$ cat src/rtl/read_logic_gen.sv
// read_logic_gen
// Tile-granular BRAM read sequencer. A start_read_i pulse in IDLE streams one
// tile of NUM_READS_PER_TILE words from BRAM at stride ADDR_STRIDE. A small
// credit-controlled FIFO hides the BRAM read latency. Words leave on a
// valid/ready stream, and read_done_o pulses once the whole tile has been
// accepted downstream.
//
// Ports
//   clk                   clock
//   rst_n                 asynchronous active-low reset
//   start_read_i          pulse: read the next tile (honoured only in IDLE)
//   reset_addr_counter_i  pulse: clear the tile pointer
//   bram_addr_o           BRAM read address (combinational from registers)
//   bram_en_o             BRAM read enable, one word per high cycle
//   bram_dout_i           BRAM read data, valid BRAM_LATENCY cycles after enable
//   rd_data_o             FIFO head word
//   rd_valid_o            rd_data_o is valid
//   rd_ready_i            consumer accepts when rd_valid_o && rd_ready_i
//   busy_o                high whenever not IDLE
//   read_done_o           one-cycle pulse when the tile is fully delivered
module read_logic_gen #(
  parameter int NUM_READS_PER_TILE = 16,
  parameter int ADDR_WIDTH         = 16,
  parameter int ADDR_STRIDE        = 24,
  parameter int DATA_WIDTH         = 256,
  parameter int BRAM_LATENCY       = 1,
  parameter int FIFO_DEPTH         = 4
) (
  input  logic                  clk,
  input  logic                  rst_n,
  input  logic                  start_read_i,
  input  logic                  reset_addr_counter_i,
  output logic [ADDR_WIDTH-1:0] bram_addr_o,
  output logic                  bram_en_o,
  input  logic [DATA_WIDTH-1:0] bram_dout_i,
  output logic [DATA_WIDTH-1:0] rd_data_o,
  output logic                  rd_valid_o,
  input  logic                  rd_ready_i,
  output logic                  busy_o,
  output logic                  read_done_o
);

  localparam int OW = $clog2(NUM_READS_PER_TILE);
  localparam int PW = (FIFO_DEPTH > 1) ? $clog2(FIFO_DEPTH) : 1;
  localparam int CW = $clog2(FIFO_DEPTH + 1);

  localparam logic [OW-1:0]         LAST_OFF  = OW'(NUM_READS_PER_TILE - 1);
  localparam logic [CW-1:0]         DEPTH_C   = CW'(FIFO_DEPTH);
  localparam logic [PW-1:0]         PTR_LAST  = PW'(FIFO_DEPTH - 1);
  // Address steps folded to ADDR_WIDTH: modulo-2^ADDR_WIDTH arithmetic gives
  // the same result as computing at full width and truncating.
  localparam logic [ADDR_WIDTH-1:0] TILE_STEP = ADDR_WIDTH'(NUM_READS_PER_TILE * ADDR_STRIDE);
  localparam logic [ADDR_WIDTH-1:0] WORD_STEP = ADDR_WIDTH'(ADDR_STRIDE);

  typedef enum logic [1:0] {
    S_IDLE    = 2'd0,
    S_READING = 2'd1,
    S_DRAIN   = 2'd2,
    S_DONE    = 2'd3
  } state_t;

  state_t                  state_q, state_d;
  logic [8:0]              tile_ptr_q, tile_ptr_d;
  logic [OW-1:0]           read_offset_q, read_offset_d;
  logic [CW-1:0]           count_q, count_d;        // in flight + FIFO occupancy
  logic [BRAM_LATENCY-1:0] vpipe_q;                 // tags returning BRAM data
  logic [DATA_WIDTH-1:0]   fifo_mem_q [FIFO_DEPTH];
  logic [PW-1:0]           wr_ptr_q, wr_ptr_d;
  logic [PW-1:0]           rd_ptr_q, rd_ptr_d;
  logic [CW-1:0]           fifo_cnt_q, fifo_cnt_d;

  logic issue_s;
  logic push_s;
  logic pop_s;

  // A request goes out only while a FIFO slot is guaranteed for its data.
  assign issue_s = (state_q == S_READING) && (count_q < DEPTH_C);
  assign push_s  = vpipe_q[BRAM_LATENCY-1];
  assign pop_s   = (fifo_cnt_q != {CW{1'b0}}) && rd_ready_i;

  assign bram_addr_o = (ADDR_WIDTH'(tile_ptr_q) * TILE_STEP)
                     + (ADDR_WIDTH'(read_offset_q) * WORD_STEP);
  assign bram_en_o   = issue_s;
  assign rd_data_o   = fifo_mem_q[rd_ptr_q];
  assign rd_valid_o  = (fifo_cnt_q != {CW{1'b0}});
  assign busy_o      = (state_q != S_IDLE);
  assign read_done_o = (state_q == S_DONE);

  // Next-state logic of the tile sequencer.
  always_comb begin
    state_d = state_q;
    case (state_q)
      S_IDLE: begin
        if (start_read_i) state_d = S_READING;
        else              state_d = S_IDLE;
      end
      S_READING: begin
        if (issue_s && (read_offset_q == LAST_OFF)) state_d = S_DRAIN;
        else                                        state_d = S_READING;
      end
      S_DRAIN: begin
        if (count_q == {CW{1'b0}}) state_d = S_DONE;
        else                       state_d = S_DRAIN;
      end
      S_DONE:  state_d = S_IDLE;
      default: state_d = S_IDLE;
    endcase
  end

  // Next values of the address counters, credit count and FIFO pointers.
  always_comb begin
    read_offset_d = read_offset_q;
    tile_ptr_d    = tile_ptr_q;
    count_d       = count_q;
    wr_ptr_d      = wr_ptr_q;
    rd_ptr_d      = rd_ptr_q;
    fifo_cnt_d    = fifo_cnt_q;

    if (state_q == S_DONE) begin
      read_offset_d = {OW{1'b0}};
    end else if (issue_s) begin
      read_offset_d = read_offset_q + OW'(1);
    end else begin
      read_offset_d = read_offset_q;
    end

    // A clear arriving together with the end-of-tile advance wins.
    if (reset_addr_counter_i) begin
      tile_ptr_d = 9'd0;
    end else if (state_q == S_DONE) begin
      tile_ptr_d = tile_ptr_q + 9'd1;
    end else begin
      tile_ptr_d = tile_ptr_q;
    end

    case ({issue_s, pop_s})
      2'b10:   count_d = count_q + CW'(1);
      2'b01:   count_d = count_q - CW'(1);
      default: count_d = count_q;
    endcase

    if (push_s) begin
      if (wr_ptr_q == PTR_LAST) wr_ptr_d = {PW{1'b0}};
      else                      wr_ptr_d = wr_ptr_q + PW'(1);
    end else begin
      wr_ptr_d = wr_ptr_q;
    end

    if (pop_s) begin
      if (rd_ptr_q == PTR_LAST) rd_ptr_d = {PW{1'b0}};
      else                      rd_ptr_d = rd_ptr_q + PW'(1);
    end else begin
      rd_ptr_d = rd_ptr_q;
    end

    case ({push_s, pop_s})
      2'b10:   fifo_cnt_d = fifo_cnt_q + CW'(1);
      2'b01:   fifo_cnt_d = fifo_cnt_q - CW'(1);
      default: fifo_cnt_d = fifo_cnt_q;
    endcase
  end

  // State, counters, FIFO pointers and the BRAM-latency valid pipe.
  always_ff @(posedge clk or negedge rst_n) begin
    if (!rst_n) begin
      state_q       <= S_IDLE;
      tile_ptr_q    <= 9'd0;
      read_offset_q <= {OW{1'b0}};
      count_q       <= {CW{1'b0}};
      wr_ptr_q      <= {PW{1'b0}};
      rd_ptr_q      <= {PW{1'b0}};
      fifo_cnt_q    <= {CW{1'b0}};
      vpipe_q       <= {BRAM_LATENCY{1'b0}};
    end else begin
      state_q       <= state_d;
      tile_ptr_q    <= tile_ptr_d;
      read_offset_q <= read_offset_d;
      count_q       <= count_d;
      wr_ptr_q      <= wr_ptr_d;
      rd_ptr_q      <= rd_ptr_d;
      fifo_cnt_q    <= fifo_cnt_d;
      vpipe_q[0]    <= issue_s;
      for (int i = 1; i < BRAM_LATENCY; i++) begin
        vpipe_q[i] <= vpipe_q[i-1];
      end
    end
  end

  // FIFO storage; cleared on reset so rd_data_o starts at zero.
  always_ff @(posedge clk or negedge rst_n) begin
    if (!rst_n) begin
      for (int i = 0; i < FIFO_DEPTH; i++) begin
        fifo_mem_q[i] <= {DATA_WIDTH{1'b0}};
      end
    end else if (push_s) begin
      fifo_mem_q[wr_ptr_q] <= bram_dout_i;
    end
  end

endmodule
$ cat config.mk
export PLATFORM = sky130hd
export DESIGN_NAME = read_logic_gen
export DESIGN_NICKNAME = d
export VERILOG_FILES = /design/src/rtl/read_logic_gen.sv
export SDC_FILE = /design/constraint.sdc
export NUM_CORES = 1
export LEC_CHECK = 0
export ABC_CLOCK_PERIOD_IN_PS = 3220
export CELL_PAD_IN_SITES_DETAIL_PLACEMENT = 0
export CELL_PAD_IN_SITES_GLOBAL_PLACEMENT = 1
export CORE_MARGIN = 3
export CORE_UTILIZATION = 43
export DETAILED_ROUTE_END_ITERATION = 8
export PLACE_DENSITY = 0.82
export SLEW_MARGIN = 20
export SYNTH_ARGS = -nofsm -noshare
export SYNTH_HDL_FRONTEND = slang
export SYNTH_SLANG_ARGS = --single-unit
$ cat constraint.sdc
create_clock -name clk -period 3.22 [get_ports clk]
set_input_delay 0.966 -clock clk [delete_from_list [all_inputs] [get_ports clk]]
set_output_delay 0.966 -clock clk [all_outputs]
set_load 0.02 [all_outputs]
==> metrics.md <==
| Metric | Value |
|---|---|
| Area contributors post-synth | `dfrtp_1, mux2_2, mux4_2` |
| Worst-Skew Late Latency | `0.70 ns` |
| H-tree depth | `3` |
| Area leader, netlist | `dfrtp_1` |
| Ys async rst share | `100.0%` |
| CTS Hold Bufs | `0` |
| I/O pin cnt | `537` |
| Top_reg_cell synth | `dfrtp_1` |
| Fraction of layout cells with a size suffix above 1 | `57.79%` |
| GRT Util Overall | `21.54%` |
| Synth top area share | `57.46%` |
| Vias in the first global route | `29941` |
| Die X | `332.1 microns` |
| RSZ-0062 raised after global routing | `yes` |
| Clock Skews | `0.02915 ns` |
| Global-route wire length before repair | `183700 microns` |
| CP Launch Type | `register` |
| Net Sw Power | `25.61 mW` |
| Setup ws final | `-1.075 ns` |
| Dpl cells | `4553` |
| Reg2reg setup slack | `0.96 ns` |
| EDFF count, synth | `0` |
| R2r startpoint | `wr_ptr_q[0]` |
| Count leader, synth | `dfrtp_1` |
| Final Power | `74.74 mW` |
| Worst EP required | `2.25 ns` |
| Num Clock Sinks | `1050` |
| Count of cell types in the netlist | `44` |
| Via Count | `26702` |
| Cells after Synth | `2679` |
| Static Leakage | `25.29 nW` |
| Net count, final | `3712` |
| Root buf cell | `clkbuf_16` |
| Starting Density | `43.75%` |
| # rows | `118` |
| TritonCTS buffer count | `111` |
| RR Endpoint | `fifo_mem_q[337]` |
| Peak VDD IR | `0.0006640 V` |
| Vias per cell | `5.426` |
| Outcome | `complete, but fails checks` |
| Worst-path maximum fanout | `3` |
| Slew @ Worst Pin | `0.6690 ns` |
| Comb power frac | `51.5%` |
| Max frequency | `0.2328 GHz` |
| Failing checks | `negative setup slack` |
| IO buf count | `533` |
| Layout Cells excl Fill | `4921` |
| Period Utilization, post-route | `133.4%` |
| DIE AREA | `110300 sq um` |
| CP Data Arrival Time | `3.33 ns` |
| Most common library cells after synthesis | `dfrtp_1, mux2_2, mux4_2, buf_2, buf_4` |
| Hold WC Path Type | `in2async` |
| CTS tree | `done` |
| Min Tclk post-route | `4.295 ns` |
| CP Capture Type | `output port` |
| Switching share of total power | `34.27%` |
| Grt total ovfl | `0` |
| Synth warn | `0` |
| Post-DP HPWL | `78970 microns` |
| Worst setup startpoint | `read_offset_q[1]` |
| Initial antenna violation count | `35` |
| PwrDens | `1252 nW/um^2` |
| WS Path Type | `reg2out` |
| Max Slew Vio Count | `0` |
| CTS Buffer Depth | `3` |
| Clock Power Share | `17.2%` |
| Max-cap violations | `0` |
| GPL Wtd Cong | `0.8217` |
| Reg2reg path depth | `5` |
| Post-synthesis register bit count | `1050` |
| Die H | `332.1 microns` |
| Pre-antenna DRT Iters | `4` |
| Final setup fails | `254` |
| DRT iter0 DRCs | `1142` |
| Rel. slew slack | `55.40%` |
| Share of the yosys chip area belonging to registers | `57.46%` |
| Antenna-violating nets left | `0` |
| Total Wirelength | `120300 microns` |
| Area grow syn2layout | `30.50%` |
| DRC | `0` |
| Clock transition at path regs | `0.06 ns` |
| Pint | `49.13 mW` |
| Hold Violations, Final | `0` |
| Post-Syn Area | `45730 sq um` |
| Syn_area_per_cell | `17.07 sq um` |
| Pin count of the biggest net entering global routing | `108` |
| Core ar. | `104500 sq um` |
| Sequential share of power | `31.4%` |
| Routed len/inst | `24.45 microns` |
## layout make-up
type | count | area, sq um
Tap cell | 1380 | 1727
Fill cell | 7910 | 44850
Timing Repair Buffer | 808 | 9236
Sequential cell | 1050 | 26290
Multi-Input combinational cell | 1434 | 18580
Clock buffer | 169 | 3359
Antenna cell | 23 | 57.56
Inverter | 21 | 78.83
Clock inverter | 36 | 356.6
## kinds of logic after synthesis
family | share of synthesized area (%)
mux | 37.92
flops | 57.46
buf+inv | 2.162
simple gates | 0.6540
compound gates | 0.4953
xor+xnor | 0.5554
fa+ha+maj | 0.7497
other cells | 0.008201
## through the flow
stage	hold WS (ns)	setup slack [ns]	util, %	setup TNS, ns	cell area [sq um]
final	0.2282	-1.075	57.09	-64.62	59680
after global routing	0.2318	-1.280	57.08	-87.87	59670
after floorplan	0.4352	-0.2371	-	-0.3924	45770
after global placement	0.4494	-0.9125	51.37	-4.711	53700
after detailed placement	0.4552	-0.8844	51.37	-4.696	53700
after CTS	0.2099	-1.165	55.82	-123.35	58350
## power groups by stage
stage / Combinational [mW] / Clock (mW) / Sequential (mW)
final: 38.5 / 12.8 / 23.5
after global routing: 40.5 / 13.7 / 24.2
after CTS: 36.6 / 13.2 / 23.4
after detailed placement: 35.1 / 0 / 23.7
after global placement: 34.4 / 0 / 22.8
after floorplan: 22.3 / 0 / 22.2
## sequential cells by signal, indices dropped and copies added, names as in the netlist, named ones only
name and flops:
count_q 3, fifo_cnt_q 3, fifo_mem_q 1024, push_s 1, rd_ptr_q 2, read_offset_q 4, state_q 1, tile_ptr_q 9
wr_ptr_q 2
## cell usage in the layout, fill, tap and decap left out, types with 7 or more instances in the layout
master           Yosys  layout
diode_2              0      23
o21ai_0              7       7
buf_2              118      30
buf_16               0      16
buf_4               27     110
ha_1                21      18
inv_1               21      18
clkdlybuf4s50_1      0     263
clkbuf_1            13      25
clkbuf_16            0     120
buf_6                0     260
mux4_2             256     256
clkinv_2             0      21
xor2_1              13      13
mux2_2            1025    1025
dfrtp_1           1050    1046
xnor2_1             16      11
nand2_1             15      11
buf_12               0      81
nor2_1              22      22
clkbuf_2             0      13
buf_8                0      24
clkbuf_8             0      30
## worst max path at each step
stage                                  to  cells past startpoint
final                     bram_addr_o[15]                     13
after global routing      bram_addr_o[15]                     13
after CTS                 bram_addr_o[15]                     13
after detailed placement  bram_addr_o[15]                     13
after global placement    bram_addr_o[15]                     13
after floorplan           bram_addr_o[15]                     12
## metal layers
layer / up-vias / global-route usage, % / routed length [microns]
met5: - / 0 / 128
met2: 541 / 36.71 / 62210
met3: 217 / 5.321 / 6082
met4: 20 / 8.969 / 4486
met1: 14394 / 26.20 / 47390
li1: 11530 / - / -
## repair_timing
| action | 4_1_cts | 5_1_grt |
|---|---|---|
| resized for setup | 798 | 870 |
| cloned | 14 | 6 |
| setup endpoints to repair | 270 | 270 |
| pin swaps | 8 | 0 |
| buffers inserted | 56 | 87 |
## critical path: stages, from the launching register on
cell      delay [ns]
dfrtp_2         0.44
ha_4            0.25
a21oi_2         0.11
nor2_1          0.05
nor2_1          0.14
xnor2_1         0.15
ha_2            0.22
inv_2           0.04
fa_2            0.33
nand3b_1        0.20
nor3_2          0.20
nand4_1         0.16
xnor2_2         0.17
buf_4           0.16
Note: power is estimated with default switching activity, not from simulation.
